`src/rtl/vslide_pkg.sv`:
```
// Shared types and helpers for the vector slide engine.
package vslide_pkg;

    localparam int ELEN = 32;

    localparam logic [1:0] SEW_8  = 2'd0;
    localparam logic [1:0] SEW_16 = 2'd1;
    localparam logic [1:0] SEW_32 = 2'd2;

    typedef enum logic [1:0] {
        SLIDE_UP    = 2'd0,
        SLIDE_DOWN  = 2'd1,
        SLIDE1_UP   = 2'd2,
        SLIDE1_DOWN = 2'd3
    } vslide_op_e;

    typedef enum logic [1:0] {
        S_IDLE = 2'd0,
        S_RUN  = 2'd1,
        S_DONE = 2'd2
    } vslide_state_e;

    // SEW codes 2 and 3 both mean 32-bit elements.
    function automatic int elem_count(input logic [1:0] sew, input int vlen);
        case (sew)
            SEW_8:   return vlen / 8;
            SEW_16:  return vlen / 16;
            default: return vlen / 32;
        endcase
    endfunction

endpackage

```
`src/rtl/vslide_unit_if.sv`:
```
// Request/response handshake bundle between a requester and vslide_unit.
interface vslide_unit_if
    import vslide_pkg::*;
#(
    parameter int VLEN  = 128,
    parameter int N_MAX = VLEN / 8,
    parameter int OFF_W = $clog2(N_MAX) + 1
);
    logic             in_valid;
    logic             in_ready;
    vslide_op_e       op;
    logic [1:0]       sew;
    logic [OFF_W-1:0] offset;
    logic [VLEN-1:0]  src;
    logic [VLEN-1:0]  dst_old;
    logic [ELEN-1:0]  fill;
    logic             out_valid;
    logic             out_ready;
    logic [VLEN-1:0]  result;
    logic             busy;

    modport master (
        output in_valid, op, sew, offset, src, dst_old, fill, out_ready,
        input  in_ready, out_valid, result, busy
    );

    modport slave (
        input  in_valid, op, sew, offset, src, dst_old, fill, out_ready,
        output in_ready, out_valid, result, busy
    );
endinterface

```
`src/rtl/vslide_elem_sel.sv`:
```
// Picks the element that belongs at result position idx for the latched slide request.
module vslide_elem_sel
    import vslide_pkg::*;
#(
    parameter int VLEN  = 128,
    parameter int N_MAX = VLEN / 8,
    parameter int OFF_W = $clog2(N_MAX) + 1
) (
    input  vslide_op_e       i_op,
    input  logic [1:0]       i_sew,
    input  logic [OFF_W-1:0] i_off,
    input  logic [OFF_W-1:0] i_idx,
    input  logic [VLEN-1:0]  i_src,
    input  logic [VLEN-1:0]  i_dst_old,
    input  logic [ELEN-1:0]  i_fill,
    output logic [ELEN-1:0]  o_elem
);
    localparam int LOG8 = $clog2(N_MAX);

    // Callers only pass indices already known to be below the element count.
    function automatic logic [ELEN-1:0] pick(input logic [VLEN-1:0] v,
                                             input logic [1:0] s,
                                             input logic [OFF_W:0] k);
        logic [N_MAX-1:0][7:0]    b;
        logic [N_MAX/2-1:0][15:0] h;
        logic [N_MAX/4-1:0][31:0] w;
        b = v;
        h = v;
        w = v;
        case (s)
            SEW_8:   return {24'b0, b[k[LOG8-1:0]]};
            SEW_16:  return {16'b0, h[k[LOG8-2:0]]};
            default: return w[k[LOG8-3:0]];
        endcase
    endfunction

    function automatic logic [ELEN-1:0] trunc(input logic [ELEN-1:0] v, input logic [1:0] s);
        case (s)
            SEW_8:   return {24'b0, v[7:0]};
            SEW_16:  return {16'b0, v[15:0]};
            default: return v;
        endcase
    endfunction

    logic [OFF_W:0] w_n;
    logic [OFF_W:0] w_idx;
    logic [OFF_W:0] w_eoff;
    logic [OFF_W:0] w_dn;

    always_comb begin
        w_n    = (OFF_W+1)'(elem_count(i_sew, VLEN));
        w_idx  = {1'b0, i_idx};
        w_eoff = (i_op == SLIDE1_UP || i_op == SLIDE1_DOWN) ? (OFF_W+1)'(1) : {1'b0, i_off};
        w_dn   = w_idx + w_eoff;
        o_elem = '0;
        if (i_op == SLIDE_UP || i_op == SLIDE1_UP) begin
            if (w_idx < w_eoff)
                o_elem = (i_op == SLIDE1_UP) ? trunc(i_fill, i_sew) : pick(i_dst_old, i_sew, w_idx);
            else
                o_elem = pick(i_src, i_sew, w_idx - w_eoff);
        end else begin
            if (w_dn < w_n)
                o_elem = pick(i_src, i_sew, w_dn);
            else if (i_op == SLIDE1_DOWN)
                o_elem = trunc(i_fill, i_sew);
        end
    end
endmodule

```
`src/rtl/vslide_unit.sv`:
```
// Vector slide engine: accepts one request, writes one result element per cycle, then
// holds the slid register until the consumer takes it.
module vslide_unit
    import vslide_pkg::*;
#(
    parameter int VLEN  = 128,
    parameter int N_MAX = VLEN / 8,
    parameter int OFF_W = $clog2(N_MAX) + 1
) (
    input  logic         clk,
    input  logic         rst,
    vslide_unit_if.slave bus
);
    localparam int LOG8 = $clog2(N_MAX);

    vslide_state_e    r_state;
    vslide_op_e       r_op;
    logic [1:0]       r_sew;
    logic [OFF_W-1:0] r_off;
    logic [OFF_W-1:0] r_idx;
    logic [OFF_W-1:0] r_n;
    logic [VLEN-1:0]  r_src;
    logic [VLEN-1:0]  r_dst;
    logic [ELEN-1:0]  r_fill;
    logic [VLEN-1:0]  r_result;
    logic             r_in_ready;
    logic             r_out_valid;
    logic             r_busy;
    logic [ELEN-1:0]  w_elem;

    vslide_elem_sel #(.VLEN(VLEN), .N_MAX(N_MAX), .OFF_W(OFF_W)) u_sel (
        .i_op      (r_op),
        .i_sew     (r_sew),
        .i_off     (r_off),
        .i_idx     (r_idx),
        .i_src     (r_src),
        .i_dst_old (r_dst),
        .i_fill    (r_fill),
        .o_elem    (w_elem)
    );

    always_ff @(posedge clk) begin
        if (rst) begin
            r_state     <= S_IDLE;
            r_op        <= SLIDE_UP;
            r_sew       <= '0;
            r_off       <= '0;
            r_idx       <= '0;
            r_n         <= '0;
            r_src       <= '0;
            r_dst       <= '0;
            r_fill      <= '0;
            r_result    <= '0;
            r_in_ready  <= 1'b1;
            r_out_valid <= 1'b0;
            r_busy      <= 1'b0;
        end else begin
            case (r_state)
                S_IDLE: begin
                    if (bus.in_valid) begin
                        r_op       <= bus.op;
                        r_sew      <= bus.sew;
                        r_off      <= bus.offset;
                        r_src      <= bus.src;
                        r_dst      <= bus.dst_old;
                        r_fill     <= bus.fill;
                        r_n        <= OFF_W'(elem_count(bus.sew, VLEN));
                        r_result   <= '0;
                        r_idx      <= '0;
                        r_state    <= S_RUN;
                        r_in_ready <= 1'b0;
                        r_busy     <= 1'b1;
                    end
                end
                S_RUN: begin
                    case (r_sew)
                        SEW_8:   r_result[8*int'(r_idx[LOG8-1:0]) +: 8]   <= w_elem[7:0];
                        SEW_16:  r_result[16*int'(r_idx[LOG8-2:0]) +: 16] <= w_elem[15:0];
                        default: r_result[32*int'(r_idx[LOG8-3:0]) +: 32] <= w_elem;
                    endcase
                    r_idx <= r_idx + OFF_W'(1);
                    if (r_idx == r_n - OFF_W'(1)) begin
                        r_state     <= S_DONE;
                        r_out_valid <= 1'b1;
                    end
                end
                S_DONE: begin
                    if (bus.out_ready) begin
                        r_state     <= S_IDLE;
                        r_out_valid <= 1'b0;
                        r_busy      <= 1'b0;
                        r_in_ready  <= 1'b1;
                    end
                end
                default: r_state <= S_IDLE;
            endcase
        end
    end

    assign bus.in_ready  = r_in_ready;
    assign bus.out_valid = r_out_valid;
    assign bus.result    = r_result;
    assign bus.busy      = r_busy;
endmodule

```
`src/flat_wrapper.sv`:
```
// flat-port wrapper written by rule: the top's interface ports become plain ports
module vslide_unit_flat import vslide_pkg::*;
#(
    parameter int VLEN  = 128,
    parameter int N_MAX = VLEN / 8,
    parameter int OFF_W = $clog2(N_MAX) + 1
)
  (clk, rst, bus_in_valid, bus_op, bus_sew, bus_offset, bus_src, bus_dst_old, bus_fill, bus_out_ready, bus_in_ready, bus_out_valid, bus_result, bus_busy);
  vslide_unit_if #(.VLEN(VLEN), .N_MAX(N_MAX), .OFF_W(OFF_W)) bus_i ();
  input  logic clk;
  input  logic rst;
  input wire logic [$bits(bus_i.in_valid)-1:0] bus_in_valid;
  input wire logic [$bits(bus_i.op)-1:0] bus_op;
  input wire logic [$bits(bus_i.sew)-1:0] bus_sew;
  input wire logic [$bits(bus_i.offset)-1:0] bus_offset;
  input wire logic [$bits(bus_i.src)-1:0] bus_src;
  input wire logic [$bits(bus_i.dst_old)-1:0] bus_dst_old;
  input wire logic [$bits(bus_i.fill)-1:0] bus_fill;
  input wire logic [$bits(bus_i.out_ready)-1:0] bus_out_ready;
  output wire logic [$bits(bus_i.in_ready)-1:0] bus_in_ready;
  output wire logic [$bits(bus_i.out_valid)-1:0] bus_out_valid;
  output wire logic [$bits(bus_i.result)-1:0] bus_result;
  output wire logic [$bits(bus_i.busy)-1:0] bus_busy;
  assign bus_i.in_valid = bus_in_valid;
  assign bus_i.op = bus_op;
  assign bus_i.sew = bus_sew;
  assign bus_i.offset = bus_offset;
  assign bus_i.src = bus_src;
  assign bus_i.dst_old = bus_dst_old;
  assign bus_i.fill = bus_fill;
  assign bus_i.out_ready = bus_out_ready;
  assign bus_in_ready = bus_i.in_ready;
  assign bus_out_valid = bus_i.out_valid;
  assign bus_result = bus_i.result;
  assign bus_busy = bus_i.busy;
  vslide_unit #(.VLEN(VLEN), .N_MAX(N_MAX), .OFF_W(OFF_W)) u_core (.clk(clk), .rst(rst), .bus(bus_i));
endmodule
```
`config.mk`:
```
export PLATFORM = sky130hd
export DESIGN_NAME = vslide_unit_flat
export DESIGN_NICKNAME = d
export VERILOG_FILES = /design/src/rtl/vslide_pkg.sv /design/src/rtl/vslide_unit_if.sv /design/src/rtl/vslide_elem_sel.sv /design/src/rtl/vslide_unit.sv /design/src/flat_wrapper.sv
export SDC_FILE = /design/constraint.sdc
export NUM_CORES = 2
export LEC_CHECK = 0
export ABC_AREA = 1
export CAP_MARGIN = 20
export CORE_MARGIN = 1
export CORE_UTILIZATION = 40
export DETAILED_ROUTE_END_ITERATION = 10
export SLEW_MARGIN = 10
export SYNTH_ARGS = -nofsm -noshare
export SYNTH_HDL_FRONTEND = slang
export SYNTH_HIERARCHICAL = 1
export SYNTH_SLANG_ARGS = --single-unit
```
`constraint.sdc`:
```
create_clock -name clk -period 4.14 [get_ports clk]
set_input_delay 0.621 -clock clk [delete_from_list [all_inputs] [get_ports clk]]
set_output_delay 0.621 -clock clk [all_outputs]
set_load 0.01 [all_outputs]
```
==> impl_metrics.py <==
metrics = {
    "run_status": {
        "status": "finished clean",
    },
    "floorplanning": {
        "core_area_um2": 77600,
        "dieWidth_um": 282,
        "dieHeight_um": 282,
        "die_area_um2": 79800,
        "ios": 432,
        "rows": 102,
        "start_util_pct": 40.5,
    },
    "global_routing": {
        "grt_pass1_wl_mm": 233,
        "first_global_vias": 36200,
        "grt_remaining_overflow": 0,
        "antenna_found_initial": 4,
        "grt_usage_pct": 39.1,
        "grt_start_max_net_pins": 212,
    },
    "cells_and_area": {
        "fillers": 8305,
        "finalNetCount": 6221,
        "layout-drive-gt1-share_pct": 8.52,
        "syn_to_final_growth_pct": 27.6,
        "final_cells": 6979,
        "fin_util_pct": 51.7,
    },
    "yosys": {
        "async_flop_share_pct": 0,
        "ys_seq_elements": 438,
        "synth.area.top_cells": "dfxtp_1, nand2_1, nand3_1, nor2_1, o21ai_0",
        "avgSynthCellArea_um2": 5.68,
        "synth.most_common_cell": "nand2_1",
        "ys_seq_area_share_pct": 27.9,
        "synth_area_leader_cell": "dfxtp_1",
        "synth.top_cell.area_share_pct": 27.9,
        "synth_common_cells": "nand2_1, nand3_1, nor2_1, o21ai_0, dfxtp_1",
        "synth-edff-count": 0,
        "yosysWarnings": 6,
        "syn_nets": 5863,
        "synth_flop_cell": "dfxtp_1",
        "syn_inst": 5540,
        "syn_area_um2": 31500,
        "synth.distinct_cells": 48,
    },
    "power_and_ir_drop": {
        "finalPower_mw": 18.7,
        "p_leak_nw": 16.8,
        "p_per_area_nw_per_um2": 465,
        "ir_drop_uv": 348,
    },
    "worst_setup_path": {
        "worstSetupStartpointType": "register",
        "cp_max_fo": 15,
        "path_cells": "or2_2, buf_4, ha_4, inv_2, o21ai_0, o21ai_0, o21ai_0, nand2_1, nand2_1, o21ai_0, nand3_1, inv_1, nand2_1, a21oi_1",
        "crit_arrival_ns": 4.56,
        "cpMaxStageDelayCell": "o21ai_0",
        "crit_path_end_kind": "register",
        "crit_type": "reg2reg",
        "critPathMaxStageDelay_ns": 1.07,
        "r2r-start": "u_core/r_op[1]",
        "r2r_setup_slack_ns": 0.04,
        "cpMostUsedCell": "o21ai_0",
        "ff2ff_path_depth": 14,
        "r2r_end": "u_core/bus.result[60]",
        "crit_required_ns": 4.60,
    },
    "run": {
        "maxCapViolations": 0,
    },
    "sta": {
        "setup_viol_count_final": 0,
        "fin_crit_ns": 4.10,
        "tightest_slew_ns": 1.37,
        "finalClockSkew_ns": 0.0303,
        "rsz0062_at_grt": "true",
        "finalCritPeriodShare_pct": 99.0,
        "hold_viol": 0,
        "fmaxAchievable_ghz": 0.244,
        "finalMaxSlewViolations": 0,
        "layout_setup_ws_ns": 0.0415,
        "max_slew_margin_pct": 7.98,
    },
    "clock_tree": {
        "cts_tree": "done",
        "numCtsBuffers": 53,
        "cts-htree-levels": 2,
        "hold_buffers": 0,
        "cts_root_buf": "clkbuf_16",
        "clock-sinks": 438,
        "clkLatencyLatePin_ns": 0.63,
        "cts.clk_slew.worst_paths_ns": 0.07,
        "clock_path_buffers": 3,
    },
    "routing": {
        "drcViolationCount": 0,
        "wl_mm": 162,
        "vias_per_cell": 5.75,
        "first_pass_iters": 8,
        "via_count": 40100,
        "antenna_left": 0,
        "wl_per_cell_um": 23.2,
        "drt-initial-drc-count": 5256,
    },
    "place": {
        "place_hpwl_mm": 120,
        "pre_cts_ws_ns": 0.0524,
        "gp_congestion": 1.03,
        "port_buffers": 431,
        "dp_cells": 6872,
    },
    "min_path": {
        "hp-class": "in2reg",
        "holdCritStartpoint": "rst",
        "holdPathEnd": "u_core/bus.result[104]",
        "whs_path_depth": 2,
    },
}
## per-layer routing
| layer | wire length [um] | GRT usage (%) | vias up |
|---|---|---|---|
| met4 | 8040 | 18.0 | 0 |
| met3 | 15500 | 6.06 | 358 |
| li1 | - | - | 18900 |
| met2 | 70700 | 60.6 | 2251 |
| met1 | 67800 | 53.0 | 18600 |
| met5 | 0 | 0 | - |
## placed cells by master, fill, tap and decap left out, types with 19 or more instances in the layout
cell	instances
o21ai_1	26
buf_4	233
inv_1	286
o211ai_1	56
a21oi_1	365
clkdlybuf4s50_1	430
o21ai_0	523
clkbuf_16	57
inv_2	39
nor3_1	19
nand3_1	1010
nor2_1	755
clkinv_1	21
dfxtp_1	435
buf_12	41
nand2_1	1430
## registers in the layout, summed over array words and instances (netlist names), 3 cells and up
| name | cells |
|---|---|
| u_core/r_off | 5 |
| u_core/r_dst | 128 |
| u_core/bus.result | 128 |
| u_core/r_idx | 5 |
| u_core/r_src | 128 |
| u_core/r_n | 3 |
| u_core/r_fill | 32 |
## final cells by class
| type | count | area (um2) | area share [%] |
|---|---|---|---|
| Multi-Input combinational cell | 4334 | 19800 | 49.4 |
| Sequential cell | 438 | 8780 | 21.9 |
| Timing Repair Buffer | 713 | 7030 | 17.5 |
| Clock buffer | 73 | 1510 | 3.77 |
| Inverter | 358 | 1390 | 3.46 |
| Tap cell | 1040 | 1300 | 3.24 |
| Clock inverter | 22 | 288 | 0.717 |
| Antenna cell | 1 | 2.50 | 0.00623 |
## critical path: cells and delay by family (launching register included)
kind | cells | cell delay [ns]
flops | 1 | 0.33
buf+inv | 3 | 0.34
compound gates | 5 | 1.84
fa+ha+maj | 1 | 0.46
simple gates | 5 | 0.92
## how the worst max path moves through the flow
stage,startpoint,endpoint,depth (start not counted)
after floorplan,u_core/r_op[1],u_core/bus.result[39],28
after global placement,u_core/r_op[1],u_core/bus.result[22],25
after detailed placement,u_core/r_op[1],u_core/bus.result[22],25
after CTS,u_core/r_op[1],u_core/bus.result[22],25
after global routing,u_core/r_op[1],u_core/bus.result[19],26
final,u_core/r_op[1],u_core/bus.result[60],14
## cells by family (layout without fill, tap and decap cells)
group	Yosys count	count (layout)	share of synthesized area, %
compound gates	1014	1014	17.1
xor+xnor	9	9	0.310
fa+ha+maj	22	22	0.923
buf+inv	768	1166	9.74
flops	438	438	27.9
mux	1	1	0.0318
other cells	0	1	0
simple gates	3288	3288	44.1
## repair_timing
item | in CTS | in global routing
gates resized for setup | 0 | 50
endpoints found under the setup margin | 0 | 93
setup buffers | 0 | 8
hold endpoints to repair | 0 | 0
## where the power goes
part / total, mW / internal (mW) / switching, mW
clock: 4.88 / 2.87 / 2.01
combinational: 8.78 / 2.94 / 5.84
sequential: 5.01 / 4.60 / 0.416
total: 18.7 / 10.4 / 8.27
## per-stage QoR
step                      cell area [um2]  TNS (ns)  hold WS, ns
final                               40100         0        0.428
after global routing                40100   -0.0863        0.426
after CTS                           39800         0        0.399
after detailed placement            38000         0        0.443
after global placement              38000         0        0.440
after floorplan                     31500         0        0.438
No activity file was read; power rests on OpenSTA's default activity.
